<file path="src/rtl/seg_scan_decoder.sv">
// Decodes a multiplexed 8-digit seven-segment scan back into a BCD frame.
// Each digit is captured once per dwell after it has been stable for SETTLE edges.
module seg_scan_decoder #(
    parameter int unsigned SETTLE  = 2,
    parameter int unsigned TIMEOUT = 1024
) (
    input  logic        clk,
    input  logic        rst,
    input  logic [7:0]  seg_com,
    input  logic [7:0]  seg_data,
    output logic [31:0] digits,
    output logic [7:0]  dp,
    output logic [7:0]  err,
    output logic        frame_valid,
    output logic        scan_lost
);

    localparam logic [3:0]  SETTLE_C  = 4'(SETTLE);
    localparam logic [15:0] TIMEOUT_C = 16'(TIMEOUT);

    // Returns {err, nibble}; anything that is not a clean 0-9 glyph decodes to F with err set.
    function automatic logic [4:0] decode_glyph(input logic [6:0] seg);
        case (seg)
            7'b1111110: decode_glyph = {1'b0, 4'd0};
            7'b0110000: decode_glyph = {1'b0, 4'd1};
            7'b1101101: decode_glyph = {1'b0, 4'd2};
            7'b1111001: decode_glyph = {1'b0, 4'd3};
            7'b0110011: decode_glyph = {1'b0, 4'd4};
            7'b1011011: decode_glyph = {1'b0, 4'd5};
            7'b1011111: decode_glyph = {1'b0, 4'd6};
            7'b1110000: decode_glyph = {1'b0, 4'd7};
            7'b1111111: decode_glyph = {1'b0, 4'd8};
            7'b1111011: decode_glyph = {1'b0, 4'd9};
            default:    decode_glyph = {1'b1, 4'hF};
        endcase
    endfunction

    function automatic logic one_low(input logic [7:0] com);
        logic [7:0] low;
        low     = ~com;
        one_low = (low != 8'h00) && ((low & (low - 8'd1)) == 8'h00);
    endfunction

    function automatic logic [2:0] low_index(input logic [7:0] com);
        low_index = 3'd0;
        for (int i = 0; i < 8; i++) begin
            if (!com[i]) begin
                low_index = 3'(i);
            end
        end
    endfunction

    logic [7:0]  r_com;
    logic [7:0]  r_data;
    logic [3:0]  r_cnt;
    logic [15:0] r_idle;
    logic [7:0]  r_seen;
    logic [31:0] r_stg_dig;
    logic [7:0]  r_stg_dp;
    logic [7:0]  r_stg_err;
    logic [31:0] r_digits;
    logic [7:0]  r_dp;
    logic [7:0]  r_err;
    logic        r_frame_valid;
    logic        r_scan_lost;

    logic        w_valid;
    logic        w_same;
    logic [3:0]  w_cnt_next;
    logic        w_cap;
    logic [2:0]  w_idx;
    logic [4:0]  w_glyph;
    logic [7:0]  w_set;
    logic [15:0] w_idle_next;
    logic        w_timeout;

    // Stability tracking compares the pair being sampled now with the previously registered pair.
    always_comb begin
        w_valid     = one_low(r_com);
        w_same      = (seg_com == r_com) && (seg_data == r_data);
        w_cnt_next  = 4'd0;
        if (w_same && w_valid) begin
            if (r_cnt == SETTLE_C) begin
                w_cnt_next = r_cnt;
            end else begin
                w_cnt_next = r_cnt + 4'd1;
            end
        end else begin
            w_cnt_next = 4'd0;
        end
        w_cap       = (w_cnt_next == SETTLE_C) && (r_cnt != SETTLE_C);
        w_idx       = low_index(r_com);
        w_glyph     = decode_glyph(r_data[7:1]);
        w_set       = w_cap ? (8'd1 << w_idx) : 8'h00;
        if (w_cap) begin
            w_idle_next = 16'd0;
        end else if (r_idle == TIMEOUT_C) begin
            w_idle_next = r_idle;
        end else begin
            w_idle_next = r_idle + 16'd1;
        end
        w_timeout   = (w_idle_next == TIMEOUT_C);
    end

    // Input stage and stability/idle counters.
    always_ff @(posedge clk or posedge rst) begin
        if (rst) begin
            r_com  <= 8'hFF;
            r_data <= 8'h00;
            r_cnt  <= 4'd0;
            r_idle <= 16'd0;
        end else begin
            r_com  <= seg_com;
            r_data <= seg_data;
            r_cnt  <= w_cnt_next;
            r_idle <= w_idle_next;
        end
    end

    // Staging entries for the frame under construction; recapture simply overwrites.
    always_ff @(posedge clk or posedge rst) begin
        if (rst) begin
            r_stg_dig <= 32'h0000_0000;
            r_stg_dp  <= 8'h00;
            r_stg_err <= 8'h00;
        end else if (w_cap) begin
            r_stg_dig[{w_idx, 2'b00} +: 4] <= w_glyph[3:0];
            r_stg_dp[w_idx]                <= r_data[0];
            r_stg_err[w_idx]               <= w_glyph[4];
        end else begin
            r_stg_dig <= r_stg_dig;
            r_stg_dp  <= r_stg_dp;
            r_stg_err <= r_stg_err;
        end
    end

    // Frame completion publishes staging one edge after coverage is full; a capture on that edge starts the next set.
    always_ff @(posedge clk or posedge rst) begin
        if (rst) begin
            r_seen        <= 8'h00;
            r_digits      <= 32'h0000_0000;
            r_dp          <= 8'h00;
            r_err         <= 8'h00;
            r_frame_valid <= 1'b0;
            r_scan_lost   <= 1'b0;
        end else begin
            r_scan_lost <= (r_idle == TIMEOUT_C);
            if (r_seen == 8'hFF) begin
                r_digits      <= r_stg_dig;
                r_dp          <= r_stg_dp;
                r_err         <= r_stg_err;
                r_frame_valid <= 1'b1;
                r_seen        <= w_set;
            end else begin
                r_frame_valid <= 1'b0;
                if (w_timeout) begin
                    r_seen <= 8'h00;
                end else begin
                    r_seen <= r_seen | w_set;
                end
            end
        end
    end

    assign digits      = r_digits;
    assign dp          = r_dp;
    assign err         = r_err;
    assign frame_valid = r_frame_valid;
    assign scan_lost   = r_scan_lost;

endmodule

</file>
<file path="config.mk">
export PLATFORM = sky130hd
export DESIGN_NAME = seg_scan_decoder
export DESIGN_NICKNAME = d
export VERILOG_FILES = /design/src/rtl/seg_scan_decoder.sv
export SDC_FILE = /design/constraint.sdc
export NUM_CORES = 1
export LEC_CHECK = 0
export CORE_ASPECT_RATIO = 0.75
export CORE_MARGIN = 2
export CORE_UTILIZATION = 41
export CTS_CLUSTER_DIAMETER = 150
export DETAILED_ROUTE_END_ITERATION = 6
export GPL_TIMING_DRIVEN = 1
export PLACE_DENSITY = 0.68
export SYNTH_ARGS = -nofsm -noshare
export SYNTH_HDL_FRONTEND = slang
export SYNTH_SLANG_ARGS = --single-unit
</file>
<file path="constraint.sdc">
create_clock -name clk -period 12.8 [get_ports clk]
set_input_delay 1.28 -clock clk [delete_from_list [all_inputs] [get_ports clk]]
set_output_delay 1.28 -clock clk [all_outputs]
set_load 0.01 [all_outputs]
</file>
==> results of run 1 <==
[layout make-up]
type                    count  area, µm²
well taps                 205        256
inverters                  17       68.8
fillers                  1331       7410
clock buffers              19        453
flip-flops and latches    142       3560
clock inverters            13        139
multi-input cells         436       2690
repair buffers             70        693
[worst max-delay path: stages]
cell and delay, ns:
clkdlybuf4s50_1 0.50, xnor2_1 0.13, nand4_1 0.13, nor4_1 0.35, nand3_1 0.15, nor3_2 0.13
buf_4 0.38, nor4b_4 0.40, mux2_2 0.38
[worst max path at each step]
stage / startpoint / to / cells after the start
floorplan: rst / digits[0]$_DFFE_PP0P_ / 1
global placement: seg_com[7] / r_stg_dig[16]$_DFFE_PP0P_ / 7
detailed placement: seg_data[4] / r_stg_dig[19]$_DFFE_PP0P_ / 7
CTS: seg_data[4] / r_stg_dig[17]$_DFFE_PP0P_ / 7
global route: seg_com[2] / r_stg_dig[12]$_DFFE_PP0P_ / 9
finish: seg_com[2] / r_stg_dig[12]$_DFFE_PP0P_ / 9
[per-stage QoR]
stage	area, µm²	instances
3_5_place_dp	7270	870
5_1_grt	7860	902
4_1_cts	7860	902
2_1_floorplan	6420	619
3_3_place_gp	7270	870
6_report	7860	902
[per-layer routing]
metal  share of wire, %  wire, µm  track usage [%]
met5                  0         0                0
met4                1.1       145             5.33
met3                3.5       479             3.50
met2                 46      6270             28.0
met1                 50      6830             25.5
[logic make-up (layout without fill, tap and decap cells)]
family	Yosys count	count (layout)	synth area share, %
fa+ha+maj	10	10	1.95
compound gates	40	40	4.31
flops	142	142	55.5
xor+xnor	32	32	4.37
buf+inv	41	119	2.63
mux	51	51	9.13
simple gates	303	303	22.1
[Yosys cell counts (all sizes together) (2+ instances only)]
cell type / number
nand2: 176
dfrtp: 134
mux2: 48
nor2: 32
nand3: 18
nand4: 18
xnor2: 18
inv: 16
clkbuf: 15
xor2: 14
nor3: 13
ha: 10
buf: 9
a21boi: 8
dfstp: 8
nor2b: 7
o21ai: 7
and3: 6
or3: 6
a21oi: 5
and2: 4
a31oi: 3
mux2i: 3
nor4: 3
or2: 3
a211oi: 2
and3b: 2
and4: 2
nand2b: 2
nand3b: 2
nor3b: 2
nor4b: 2
o211ai: 2
o21a: 2
o21bai: 2
[power groups by stage]
stage                     Combinational, mW  Sequential (mW)  Clock (mW)
after detailed placement             0.0346            0.466           0
after global placement               0.0337            0.466           0
after floorplan                      0.0232            0.463           0
after CTS                            0.0347            0.458       0.501
final                                0.0338            0.458       0.492
after global routing                 0.0387            0.458       0.522
==> flow_metrics.tcl, run 1 <==
set metrics [dict create \
    diodes 0 \
    maxSlewViolCount 0 \
    reg2reg_from "r_com[7]$_DFF_PP1_" \
    drt_iter0_markers 272 \
    drv_cap 0 \
    total_power_mw 0.984 \
    hp-start "r_stg_dig[11]$_DFFE_PP0P_" \
    p_sw_share_pct 22.5 \
    detail_route.wl_per_cell_um 15.2 \
    clock_latency_ns 0.41 \
    hold_depth 2 \
    synth_seq_area_share_pct 55.5 \
    cts_tree "built" \
    hpwlAfterDp_um 9580 \
    required_ns 13.10 \
    start_kind "input pin" \
    core_area_um2 15300 \
    grt_pass1_wl_um 23800 \
    r2r_cells 7 \
    grt_max_degree 87 \
    die_h_um 112 \
    postLayoutCoreUtil_pct 51.5 \
    min_path_type "register to register" \
    post_cts_resized 0 \
    p_int_mw 0.763 \
    root_buffer "clkbuf_16" \
    ant_nets 0 \
    io_buffers 67 \
    whs_endpoint "digits[11]$_DFFE_PP0P_" \
    rows 39 \
    mostFrequentLayoutCell "nand2_1" \
    avgSynthCellArea_um2 10.4 \
    io_pins 68 \
    die_width_um 148 \
    post-route-drc-count 0 \
    yosysTopAreaCellShare_pct 52.3 \
    syn_inst 619 \
    setup_tns_ns 0 \
    yosysTopAreaCell "dfrtp_1" \
    rsz0062_at_grt "no" \
    layout_setup_ws_ns 9.25 \
    nets 712 \
    critPathKind "input pin to register" \
    holdBufCountCts 0 \
    path_max_fanout 39 \
    first_global_vias 4809 \
    comb_power_share_pct 3.4 \
    antenna_found_initial 0 \
    cp.arrival_ns 3.85 \
    synthArstFlopShare_pct 100 \
    htreeDepth 4 \
    die_area_um2 16700 \
    cp-end-kind "register" \
    p_leak_nw 3.73 \
    synth-edff-count 0 \
    power_frac_seq_pct 46.6 \
    slew_headroom_pct 28.6 \
    final_cell_mix "nand2_1 (176), dfrtp_1 (134), clkdlybuf4s50_1 (67)" \
    synth_ff_type "dfrtp_1" \
    p_sw_mw 0.222 \
    synthTopCellsByArea "dfrtp_1 (52%), nand2_1 (10%), mux2_2 (7.7%), dfstp_2 (3.3%), xnor2_1 (2.5%)" \
    syn_area_um2 6420 \
    grt_util_all_layers_pct 17.9 \
    post_cts_buffers 0 \
    r2r_end "r_stg_dig[18]$_DFFE_PP0P_" \
    finalHoldWorstSlack_ns 0.467 \
    cts_sinks 142 \
    area_growth_pct 22.5 \
    drive_gt1_share_pct 15.2 \
    max-vdd-ir-drop_v 0.000108 \
    run_status "complete, no violations" \
    fin_crit_sh_pct 27.7 \
    floorplan.initialDensity_pct 42.0 \
    dpl_worst_slack_ns 8.84 \
    hold_viol 0 \
    drtPass1Iterations 5 \
    grt-ovfl-total 0 \
    cts.reportedPaths.clkPinSlew_ns 0.06 \
    max_slew.worst_pin.slew_ns 1.07 \
    ys_types 62 \
    setup_viol 0 \
    via_per_inst 5.08 \
    wirelength_um 13700 \
    clockPowerShare_pct 50.0 \
    vias 4579 \
    syn_nets 647 \
    min_period_ns 3.55 \
    synth-seq-cells 142 \
    cts-buffers-inserted 17 \
    yosys_warnings 0 \
    place_congestion 0.841 \
    fmax_mhz 282 \
    reg2reg_setup_slack_ns 9.58 \
    power_density_nw_per_um2 125 \
    cts_buffer_depth 2 \
    clock_skew_ns 0.00828 \
]
Power figures use the tool's default switching activity.
==> run 2, diff against run 1 <==
clock period = 3.65 ns   (was 12.8 ns; I/O delays follow)
==> run 2 against run 1 <==
Effect of this change:
- sequential share of layout area increased by 0.10 points
- critical endpoint is now r_stg_dig[17]$_DFFE_PP0P_
- highest routed layer unchanged
- die area unchanged
- non-clock buffer count increased by 3
- total power increased to 3.3 times the previous value
- utilization decreased by 0.11 points
- worst setup slack got worse by 8.7 ns
- critical path depth unchanged
==> flow_metrics.tcl, run 2 (synthesis gave the netlist of run 1 again) <==
set metrics [dict create \
    clock_skew_ns 0.00629 \
    clockPowerShare_pct 47.2 \
    hold_viol 0 \
    area_growth_pct 22.3 \
    fmax_mhz 326 \
    power_density_nw_per_um2 418 \
    run_status "complete, no violations" \
    io_pins 68 \
    die_area_um2 16700 \
    cts-buffers-inserted 17 \
    post-route-drc-count 0 \
    drv_cap 0 \
    cts_tree "built" \
    cpMostUsedCell "ha_1" \
    cp_top_family "simple AND/OR/NAND/NOR gates" \
    via_per_inst 5.11 \
    vias 4614 \
    total_power_mw 3.28 \
    slew_headroom_pct 49.1 \
    cts_buffer_depth 2 \
    maxSlewViolCount 0 \
    grt_pass1_wl_um 23500 \
    io_buffers 67 \
    comb_power_share_pct 3.8 \
    post_cts_resized 0 \
    whs_endpoint "r_com[7]$_DFF_PP1_" \
    diodes 0 \
    crit_chain "nand2_1, o21bai_1, inv_1, ha_1, ha_1, or2_2, or3_1, or3_4, mux2_4" \
    drive_gt1_share_pct 14.9 \
    post_cts_buffers 0 \
    p_sw_share_pct 21.8 \
    cp.arrival_ns 3.37 \
    cts.reportedPaths.clkPinSlew_ns 0.06 \
    required_ns 3.95 \
    ant_nets 0 \
    power_frac_seq_pct 49.1 \
    max_slew.worst_pin.slew_ns 0.763 \
    nets 715 \
    finalInstanceArea_um2 7850 \
    drtPass1Iterations 5 \
    rsz0062_at_grt "no" \
    detail_route.wl_per_cell_um 15.2 \
    fill_cells 1331 \
    r2r_end "r_stg_dig[17]$_DFFE_PP0P_" \
    placedInstanceArea_um2 7320 \
    hp-start "seg_com[7]" \
    final_cell_mix "nand2_1 (176), dfrtp_1 (134), clkdlybuf4s50_1 (67)" \
    mostFrequentLayoutCell "nand2_1" \
    max_stage_delay_ns 0.61 \
    die_h_um 112 \
    r2r_cells 9 \
    start_kind "register" \
    die_width_um 148 \
    place_congestion 0.827 \
    cts_sinks 142 \
    first_global_vias 4587 \
    root_buffer "clkbuf_16" \
    p_leak_nw 3.73 \
    slowest_stage "dfstp_2" \
    htreeDepth 4 \
    core_area_um2 15300 \
    grt-ovfl-total 0 \
    reg2reg_from "r_com[5]$_DFF_PP1_" \
    grt_util_all_layers_pct 17.8 \
    p_int_mw 2.56 \
    path_max_fanout 8 \
    critPathBufInv 1 \
    floorplan.initialDensity_pct 42.0 \
    hpwlAfterDp_um 9450 \
    rows 39 \
    clock_latency_ns 0.42 \
    holdBufCountCts 0 \
    grt_max_degree 143 \
    postLayoutCoreUtil_pct 51.4 \
    drt_iter0_markers 318 \
    min_path_type "input pin to register" \
    hold_depth 1 \
    setup_tns_ns 0 \
    cp-end-kind "register" \
    reg2reg_setup_slack_ns 0.58 \
    setup_viol 0 \
    max-vdd-ir-drop_v 0.000319 \
    antenna_found_initial 0 \
    fin_crit_sh_pct 84.2 \
    wirelength_um 13700 \
    min_period_ns 3.07 \
    critPathKind "register to register" \
    p_sw_mw 0.714 \
]
-- run 2: changes by cell type in the layout (fill, tap and decap cells not counted), sizes merged --
cell / previous run / this run
buf: 3 / 6
bufinv: 2 / 0
clkbuf: 19 / 24
clkinv: 5 / 6
clkinvlp: 5 / 2
inv: 18 / 15
-- run 2: metrics by stage --
step	cells	hold slack, ns	setup WS (ns)
global placement	873	0.456	0.647
global route	903	0.405	0.399
detailed placement	873	0.452	0.606
finish	903	0.402	0.578
CTS	903	0.389	0.599
floorplan	619	0.369	0.772
-- run 2: cell type report --
type / instances / area [µm²] / area share (%)
clock buffer: 24 / 492 / 6.27
sequential: 142 / 3560 / 45.4
inverter: 17 / 67.6 / 0.861
multi-input combinational: 436 / 2690 / 34.3
timing repair buffer: 73 / 741 / 9.44
clock inverter: 6 / 36.3 / 0.463
tap: 205 / 256 / 3.27
-- run 2: worst max-delay path by stage --
| stage | startpoint | to | slack [ns] | depth (start not counted) |
|---|---|---|---|---|
| 2_1_floorplan | r_com[2]$_DFF_PP1_ | r_stg_dig[16]$_DFFE_PP0P_ | 0.77 | 9 |
| 3_3_place_gp | seg_data[4] | r_stg_dig[16]$_DFFE_PP0P_ | 0.65 | 7 |
| 3_5_place_dp | r_com[5]$_DFF_PP1_ | r_stg_dig[19]$_DFFE_PP0P_ | 0.61 | 9 |
| 4_1_cts | r_com[5]$_DFF_PP1_ | r_stg_dig[17]$_DFFE_PP0P_ | 0.60 | 9 |
| 5_1_grt | r_com[5]$_DFF_PP1_ | r_stg_dig[16]$_DFFE_PP0P_ | 0.40 | 9 |
| 6_report | r_com[5]$_DFF_PP1_ | r_stg_dig[17]$_DFFE_PP0P_ | 0.58 | 9 |
-- run 2: power by group through the flow --
stage	clock network, mW	logic [mW]	registers [mW]
6_report	1.55	0.123	1.61
5_1_grt	1.66	0.139	1.61
4_1_cts	1.59	0.125	1.61
3_5_place_dp	0	0.125	1.63
3_3_place_gp	0	0.123	1.63
2_1_floorplan	0	0.0818	1.62
-- run 2: worst register-to-register path: cells and delay by family, from the launching register on --
kind,cells,cell delay [ns]
buffers and inverters,1,0.10
AND/OR/NAND/NOR,4,1.22
AO/OA/AOI/OAI,1,0.28
multiplexers,1,0.31
flip-flops,1,0.61
adder cells (fa/ha/maj),2,0.44
-- run 2: layer usage --
metal	track usage, %	wire (µm)	up-vias
met5	0	0	-
met4	6.03	189	0
met3	4.47	692	20
met2	26.2	5990	130
met1	25.8	6850	2255
li1	-	-	2209
